[config.mk]
export PLATFORM = sky130hd
export DESIGN_NAME = result_uart_tx
export DESIGN_NICKNAME = d
export VERILOG_FILES = /design/src/rtl/uart_pkg.sv /design/src/rtl/uart_byte_tx.sv /design/src/rtl/result_uart_tx.sv
export SDC_FILE = /design/constraint.sdc
export NUM_CORES = 1
export LEC_CHECK = 0
export ABC_CLOCK_PERIOD_IN_PS = 1800
export CORE_ASPECT_RATIO = 0.5
export CORE_UTILIZATION = 40
export DETAILED_ROUTE_END_ITERATION = 7
export SKIP_CTS_REPAIR_TIMING = 1
export SYNTH_ARGS = -nofsm -noshare
export SYNTH_HDL_FRONTEND = slang
export SYNTH_SLANG_ARGS = --single-unit
[constraint.sdc]
create_clock -name clk -period 1.8 [get_ports clk]
set_input_delay 0.27 -clock clk [delete_from_list [all_inputs] [get_ports clk]]
set_output_delay 0.27 -clock clk [all_outputs]
set_load 0.01 [all_outputs]
[src/rtl/uart_pkg.sv]
// Shared definitions for the result UART transmitter.
//   - ASCII constants used when building the report message
//   - Byte-serialiser FSM state type
//   - Default bit period (100 MHz clock, 115200 baud)
//   - Helpers that map a nibble to an uppercase hex digit and pick message bytes
package uart_pkg;

  localparam int unsigned CLKS_PER_BIT_DEFAULT = 868;

  localparam logic [7:0] ASCII_0  = 8'h30;
  localparam logic [7:0] ASCII_A  = 8'h41;
  localparam logic [7:0] ASCII_CR = 8'h0D;
  localparam logic [7:0] ASCII_LF = 8'h0A;

  // Message is four hex digits followed by CR LF.
  localparam logic [2:0] LAST_BYTE = 3'd5;

  typedef enum logic [1:0] {
    StIdle,
    StStartBit,
    StDataBits,
    StStopBit
  } uart_state_e;

  function automatic logic [7:0] hex_ascii(input logic [3:0] nib);
    logic [7:0] ch;
    if (nib < 4'd10) begin
      ch = ASCII_0 + {4'h0, nib};
    end else begin
      ch = ASCII_A + {4'h0, nib - 4'd10};
    end
    return ch;
  endfunction

  // Byte idx of the report for result word d (idx 6/7 never occur).
  function automatic logic [7:0] msg_byte(input logic [15:0] d, input logic [2:0] idx);
    logic [7:0] b;
    case (idx)
      3'd0:    b = hex_ascii(d[15:12]);
      3'd1:    b = hex_ascii(d[11:8]);
      3'd2:    b = hex_ascii(d[7:4]);
      3'd3:    b = hex_ascii(d[3:0]);
      3'd4:    b = ASCII_CR;
      default: b = ASCII_LF;
    endcase
    return b;
  endfunction

endpackage

[src/rtl/uart_byte_tx.sv]
// 8N1 byte serialiser.
// Sends one frame (start 0, eight data bits LSB first, stop 1), each bit held
// CLKS_PER_BIT cycles. A new byte may be loaded while idle or during the final
// stop-bit cycle, which lets the parent chain frames with no idle gap.
// Ports:
//   clk        in   system clock, rising edge
//   rst        in   synchronous active-low reset
//   load       in   take byte_in and start a frame (honoured when idle or last_cycle)
//   byte_in    in   byte to send
//   last_cycle out  high during the final cycle of the stop bit
//   txd        out  registered serial line, idles high
module uart_byte_tx
  import uart_pkg::*;
#(
  parameter int unsigned CLKS_PER_BIT = CLKS_PER_BIT_DEFAULT
) (
  input  logic       clk,
  input  logic       rst,
  input  logic       load,
  input  logic [7:0] byte_in,
  output logic       last_cycle,
  output logic       txd
);

  localparam int unsigned CntW = $clog2(CLKS_PER_BIT);
  localparam logic [CntW-1:0] CntLast = CntW'(CLKS_PER_BIT - 1);

  uart_state_e     state_q, state_d;
  logic [CntW-1:0] cnt_q, cnt_d;
  logic [2:0]      bit_q, bit_d;
  logic [7:0]      shreg_q, shreg_d;
  logic            txd_q, txd_d;

  logic            bit_end;
  logic [2:0]      bit_nxt;

  assign bit_end    = (cnt_q == CntLast);
  assign bit_nxt    = bit_q + 3'd1;
  assign last_cycle = (state_q == StStopBit) && bit_end;
  assign txd        = txd_q;

  always_comb begin
    state_d = state_q;
    cnt_d   = cnt_q;
    bit_d   = bit_q;
    shreg_d = shreg_q;
    txd_d   = txd_q;

    // Baud counter free-runs inside a frame and wraps at each bit boundary.
    if (state_q != StIdle) begin
      cnt_d = bit_end ? '0 : cnt_q + CntW'(1);
    end

    case (state_q)
      StIdle: begin
        if (load) begin
          state_d = StStartBit;
          shreg_d = byte_in;
          cnt_d   = '0;
          txd_d   = 1'b0;
        end
      end
      StStartBit: begin
        if (bit_end) begin
          state_d = StDataBits;
          bit_d   = 3'd0;
          txd_d   = shreg_q[0];
        end
      end
      StDataBits: begin
        if (bit_end) begin
          if (bit_q == 3'd7) begin
            state_d = StStopBit;
            txd_d   = 1'b1;
          end else begin
            bit_d = bit_nxt;
            txd_d = shreg_q[bit_nxt];
          end
        end
      end
      StStopBit: begin
        if (bit_end) begin
          bit_d = 3'd0;
          if (load) begin
            // Back-to-back frame: next start bit begins on the following cycle.
            state_d = StStartBit;
            shreg_d = byte_in;
            txd_d   = 1'b0;
          end else begin
            state_d = StIdle;
            txd_d   = 1'b1;
          end
        end
      end
      default: begin
        state_d = StIdle;
        txd_d   = 1'b1;
      end
    endcase
  end

  always_ff @(posedge clk) begin
    if (!rst) begin
      state_q <= StIdle;
      cnt_q   <= '0;
      bit_q   <= 3'd0;
      shreg_q <= 8'h00;
      txd_q   <= 1'b1;
    end else begin
      state_q <= state_d;
      cnt_q   <= cnt_d;
      bit_q   <= bit_d;
      shreg_q <= shreg_d;
      txd_q   <= txd_d;
    end
  end

endmodule

[src/rtl/result_uart_tx.sv]
// Serial reporter for the calculator result.
// On an accepted start the 16-bit result is latched and sent as four uppercase
// hex digits followed by CR LF, 8N1, frames back to back.
// Ports:
//   clk       in   system clock, rising edge
//   rst       in   synchronous active-low reset
//   start     in   single-cycle request, sampled only while busy is low
//   data      in   result word, captured when start is accepted
//   busy      out  high while the 6-byte message is in flight
//   done      out  one-cycle pulse after the last stop bit
//   UART_TXD  out  serial line, idles high
module result_uart_tx
  import uart_pkg::*;
#(
  parameter int unsigned CLKS_PER_BIT = CLKS_PER_BIT_DEFAULT
) (
  input  logic        clk,
  input  logic        rst,
  input  logic        start,
  input  logic [15:0] data,
  output logic        busy,
  output logic        done,
  output logic        UART_TXD
);

  logic [15:0] data_q, data_d;
  logic [2:0]  byte_idx_q, byte_idx_d;
  logic        busy_q, busy_d;
  logic        done_q, done_d;

  logic        accept;
  logic        last_cycle;
  logic        more_bytes;
  logic        msg_end;
  logic        load;
  logic [7:0]  byte_in;

  assign accept     = start && !busy_q;
  assign more_bytes = last_cycle && (byte_idx_q != LAST_BYTE);
  assign msg_end    = last_cycle && (byte_idx_q == LAST_BYTE);
  assign load       = accept || more_bytes;

  // The first digit comes straight from the input so the start bit can go out
  // the cycle after acceptance; later bytes come from the holding register.
  assign byte_in = accept ? hex_ascii(data[15:12]) : msg_byte(data_q, byte_idx_q + 3'd1);

  always_comb begin
    data_d     = data_q;
    byte_idx_d = byte_idx_q;
    busy_d     = busy_q;
    done_d     = 1'b0;

    if (accept) begin
      data_d     = data;
      byte_idx_d = 3'd0;
      busy_d     = 1'b1;
    end else if (more_bytes) begin
      byte_idx_d = byte_idx_q + 3'd1;
    end else if (msg_end) begin
      byte_idx_d = 3'd0;
      busy_d     = 1'b0;
      done_d     = 1'b1;
    end
  end

  always_ff @(posedge clk) begin
    if (!rst) begin
      data_q     <= 16'h0000;
      byte_idx_q <= 3'd0;
      busy_q     <= 1'b0;
      done_q     <= 1'b0;
    end else begin
      data_q     <= data_d;
      byte_idx_q <= byte_idx_d;
      busy_q     <= busy_d;
      done_q     <= done_d;
    end
  end

  uart_byte_tx #(
    .CLKS_PER_BIT (CLKS_PER_BIT)
  ) u_byte_tx (
    .clk        (clk),
    .rst        (rst),
    .load       (load),
    .byte_in    (byte_in),
    .last_cycle (last_cycle),
    .txd        (UART_TXD)
  );

  assign busy = busy_q;
  assign done = done_q;

endmodule

==> summary.md <==
| Metric | Value |
|---|---|
| Worst setup SP type | `register` |
| FMAX | `513.6 MHz` |
| Post-synth net total | `~420` |
| FF-to-FF setup slack | `-150 ps` |
| Failing checks | `setup timing` |
| Mapped Avg Cell Area | `8.099 µm²` |
| Hold WC Path Type | `register to register` |
| Mapped Cells | `between 300 and 400` |
| Die area | `7946 µm²` |
| Worst Reg-to-Reg Cells | `7` |
| Vias in the first global route | `around 3000` |
| FP Rows | `21` |
| CTS H-tree depth | `2` |
| Yosys reg bits | `44` |
| Pwr dens | `867.8 nW/µm²` |
| Fill cells | `569` |
| Post-Synth XOR/XNOR Area | `0.04915` |
| Mux cell area share after synthesis | `0.02107` |
| CP Max Fanout | `4` |
| Worst slew margin | `0.7679` |
| Ys flop type | `dfxtp_1` |
| Critical path class | `register to register` |
| Leakage | `0.001759 µW` |
| Multi-input logic area | `2331 µm²` |
| Sequential area share after synthesis | `0.2908` |
| Max cap viols | `0` |
| YS warnings | `0` |
| Initial Utilization | `0.4334` |
| Hold Path Cell Cnt | `2` |
| # setup viols final | `17` |
| Final Cell Area | `roughly 4400 µm²` |
| Layout cells sized above 1 | `0.3167` |
| Critical Path Sink Type | `register` |
| Ant. Diodes | `0` |
| Die span in y | `roughly 64 µm` |
| GRT overflow | `0` |
| Clock power frac | `0.289` |
| Simple logic cell fraction of the synthesized area | `0.2367` |
| Pins Over Slew Limit | `0` |
| GRT Util Overall | `0.2241` |
| DP Area | `3905 µm²` |
| Vias/cell | `5.675` |
| Status | `finished with violations` |
| Largest family of logic cells by synthesized area | `compound AO/OA/AOI/OAI gates` |
| Crit path setup slack, layout | `-147.1 ps` |
| P&R area growth vs syn | `45.23%` |
| Post-layout util | `0.6294` |
| Worst slew pin tran | `346.6 ps` |
| Chip width | `125.1 µm` |
| P_int | `2526 µW` |
| Clk root buf | `clkbuf_16` |
| Yosys cell types | `64` |
| Worst Skew | `6.835 ps` |
| Total Wirelength | `8.706 mm` |
| First-pass GRT wire length | `14.35 mm` |
| Largest net degree at the start of global routing | `35` |
| Total core area | `around 7000 µm²` |
| Top Ports | `22` |
| GR Util met1 | `0.2929` |
| R2r endpoint | `u_byte_tx.state_q[1]` |
| Vias | `3138` |
| Initial DRC count | `~240` |
| Sw Ratio | `0.3382` |
| Register area | `893.4 µm²` |
| VDD IR max | `0.3600 mV` |
| Reg clk slew, reported paths | `approximately 70 ps` |
| Worst slack, placed | `-256.4 ps` |
| CTS tree | `yes` |
| CTS Sinks | `44` |
| Num CTS Buffers | `5` |
| GPL Wtd Cong | `0.9409` |
| Switching power total | `~1300 µW` |
| Reg2reg start | `u_byte_tx.cnt_q[1]` |
| Logic pwr share | `0.400` |
| Antenna Nets Post-Route | `0` |
| Flop pwr share | `0.311` |
| Synth Area in Compound Gates | `0.2420` |
| Hold path startpoint | `u_byte_tx.shreg_q[5]` |
| Asr flop ratio synth | `0` |
| Initial antenna violation count | `0` |
| Global-route track usage on met3 | `0.04163` |
| Hold endpoint | `u_byte_tx.shreg_q[5]` |
| Worst path arrival time | `2110 ps` |
| Port Buffer Count | `21` |
| DRC viols | `0` |
| Final nets | `~510` |
| Drt pass-1 iters | `7` |
| Met2 usage | `0.3799` |
| Gr busiest metal | `met2` |
| Adder-cell share of the synthesized area | `0.1074` |
| RSZ-0062 raised after global routing | `yes` |
| Crit share post-route | `1.082` |
| Clock tree buffer depth | `2` |
| Post-synth EDFFs | `0` |
| Final hold slack | `462.7 ps` |
| Wire length per cell | `15.74 µm` |
| Clk_lat worst skew | `290 ps` |
| Area of the mapped netlist | `between 3000 and 4000 µm²` |
| Required time of the critical path | `1960 ps` |
| Final HPWL DP | `6.302 mm` |
| Hold Fails Final Rpt | `0` |
| Post-route minimum period | `approximately 2000 ps` |
synthesized netlist by cell type (all sizes together) (5+ instances only):
| cell type | n | area (µm²) |
|---|---|---|
| nand2 | 52 | 195.2 |
| a21oi | 42 | 210.2 |
| clkbuf | 11 | 41.29 |
| and3 | 8 | 52.55 |
| o22ai | 5 | 37.53 |
| ha | 26 | 325.3 |
| nand3 | 14 | 70.07 |
| o21ai | 17 | 85.08 |
| inv | 20 | 75.07 |
| nand4b | 8 | 70.07 |
| nor2 | 16 | 60.06 |
| xnor2 | 12 | 105.1 |
| a311oi | 5 | 43.79 |
| xor2 | 5 | 43.79 |
| dfxtp | 44 | 880.8 |
cells by family after synthesis:
kind of cell,after synthesis
buffers and inverters,37
DFF,44
muxes,5
xor gates and xnor gates,17
adders and majority gates,26
AOI/OAI and AO/OA,111
and+or+nand+nor,134
critical path: stages (launching register included):
cell and delay [ps]:
dfxtp_2 350, ha_4 140, or4b_4 500, nor3_4 180
buf_6 150, o22ai_4 90, o211ai_1 250, o31ai_1 150
placed cells by master, fill, tap and decap left out, drive strengths merged, types with 14 or more instances in the layout:
cell | synthesis | layout
buf | 4 | 74
nand2 | 52 | 52
dfxtp | 44 | 44
a21oi | 42 | 42
ha | 26 | 26
clkdlybuf4s50 | 0 | 21
inv | 20 | 20
o21ai | 17 | 17
nor2 | 16 | 16
nand3 | 14 | 14
cell type report:
type	instances	area share
multi-input combinational	293	0.5299
sequential	44	0.2031
timing repair buffer	95	0.1820
clock buffer	6	0.03157
tap	92	0.02617
inverter	21	0.01849
clock inverter	2	0.008817
power groups by stage:
stage	Combinational, µW	Clock, µW	Sequential, µW
after floorplan	771	0	1190
after global placement	1230	0	1190
after detailed placement	1280	0	1190
after CTS	1290	1120	1170
after global routing	1660	1180	1200
final	1530	1100	1190
sequential cells by signal (all words and copies together), names as in the netlist:
register and cells:
u_byte_tx.bit_q 3, data_q 16, byte_idx_q 3, u_byte_tx.state_q 2, u_byte_tx.cnt_q 10, u_byte_tx.txd 1
done 1, u_byte_tx.shreg_q 7, busy 1
worst max path at each step:
stage,from,endpoint,slack [ps]
floorplan,u_byte_tx.state_q[0],u_byte_tx.shreg_q[2],-80
CTS,byte_idx_q[0],u_byte_tx.shreg_q[1],-190
global placement,start,u_byte_tx.shreg_q[2],-210
finish,u_byte_tx.cnt_q[1],u_byte_tx.state_q[1],-150
global route,u_byte_tx.cnt_q[1],u_byte_tx.state_q[1],-170
detailed placement,start,u_byte_tx.shreg_q[2],-260
through the flow:
| step | setup TNS [ps] | instances | total power [µW] |
|---|---|---|---|
| 6_report | -1085 | 553 | 3818 |
| 5_1_grt | -2414 | 553 | 4041 |
| 3_3_place_gp | -1276 | 542 | 2418 |
| 4_1_cts | -1436 | 550 | 3579 |
| 2_1_floorplan | -190.6 | 374 | 1956 |
| 3_5_place_dp | -1939 | 542 | 2472 |
layer usage:
metal  wire [µm]  vias up  part of all wire
met1        4203     1506              0.48
met2        4102       61              0.47
li1            -     1560                 -
met3         306       11             0.035
met4          93        0             0.011
met5           0        -                 0
Power figures use the tool's default switching activity.
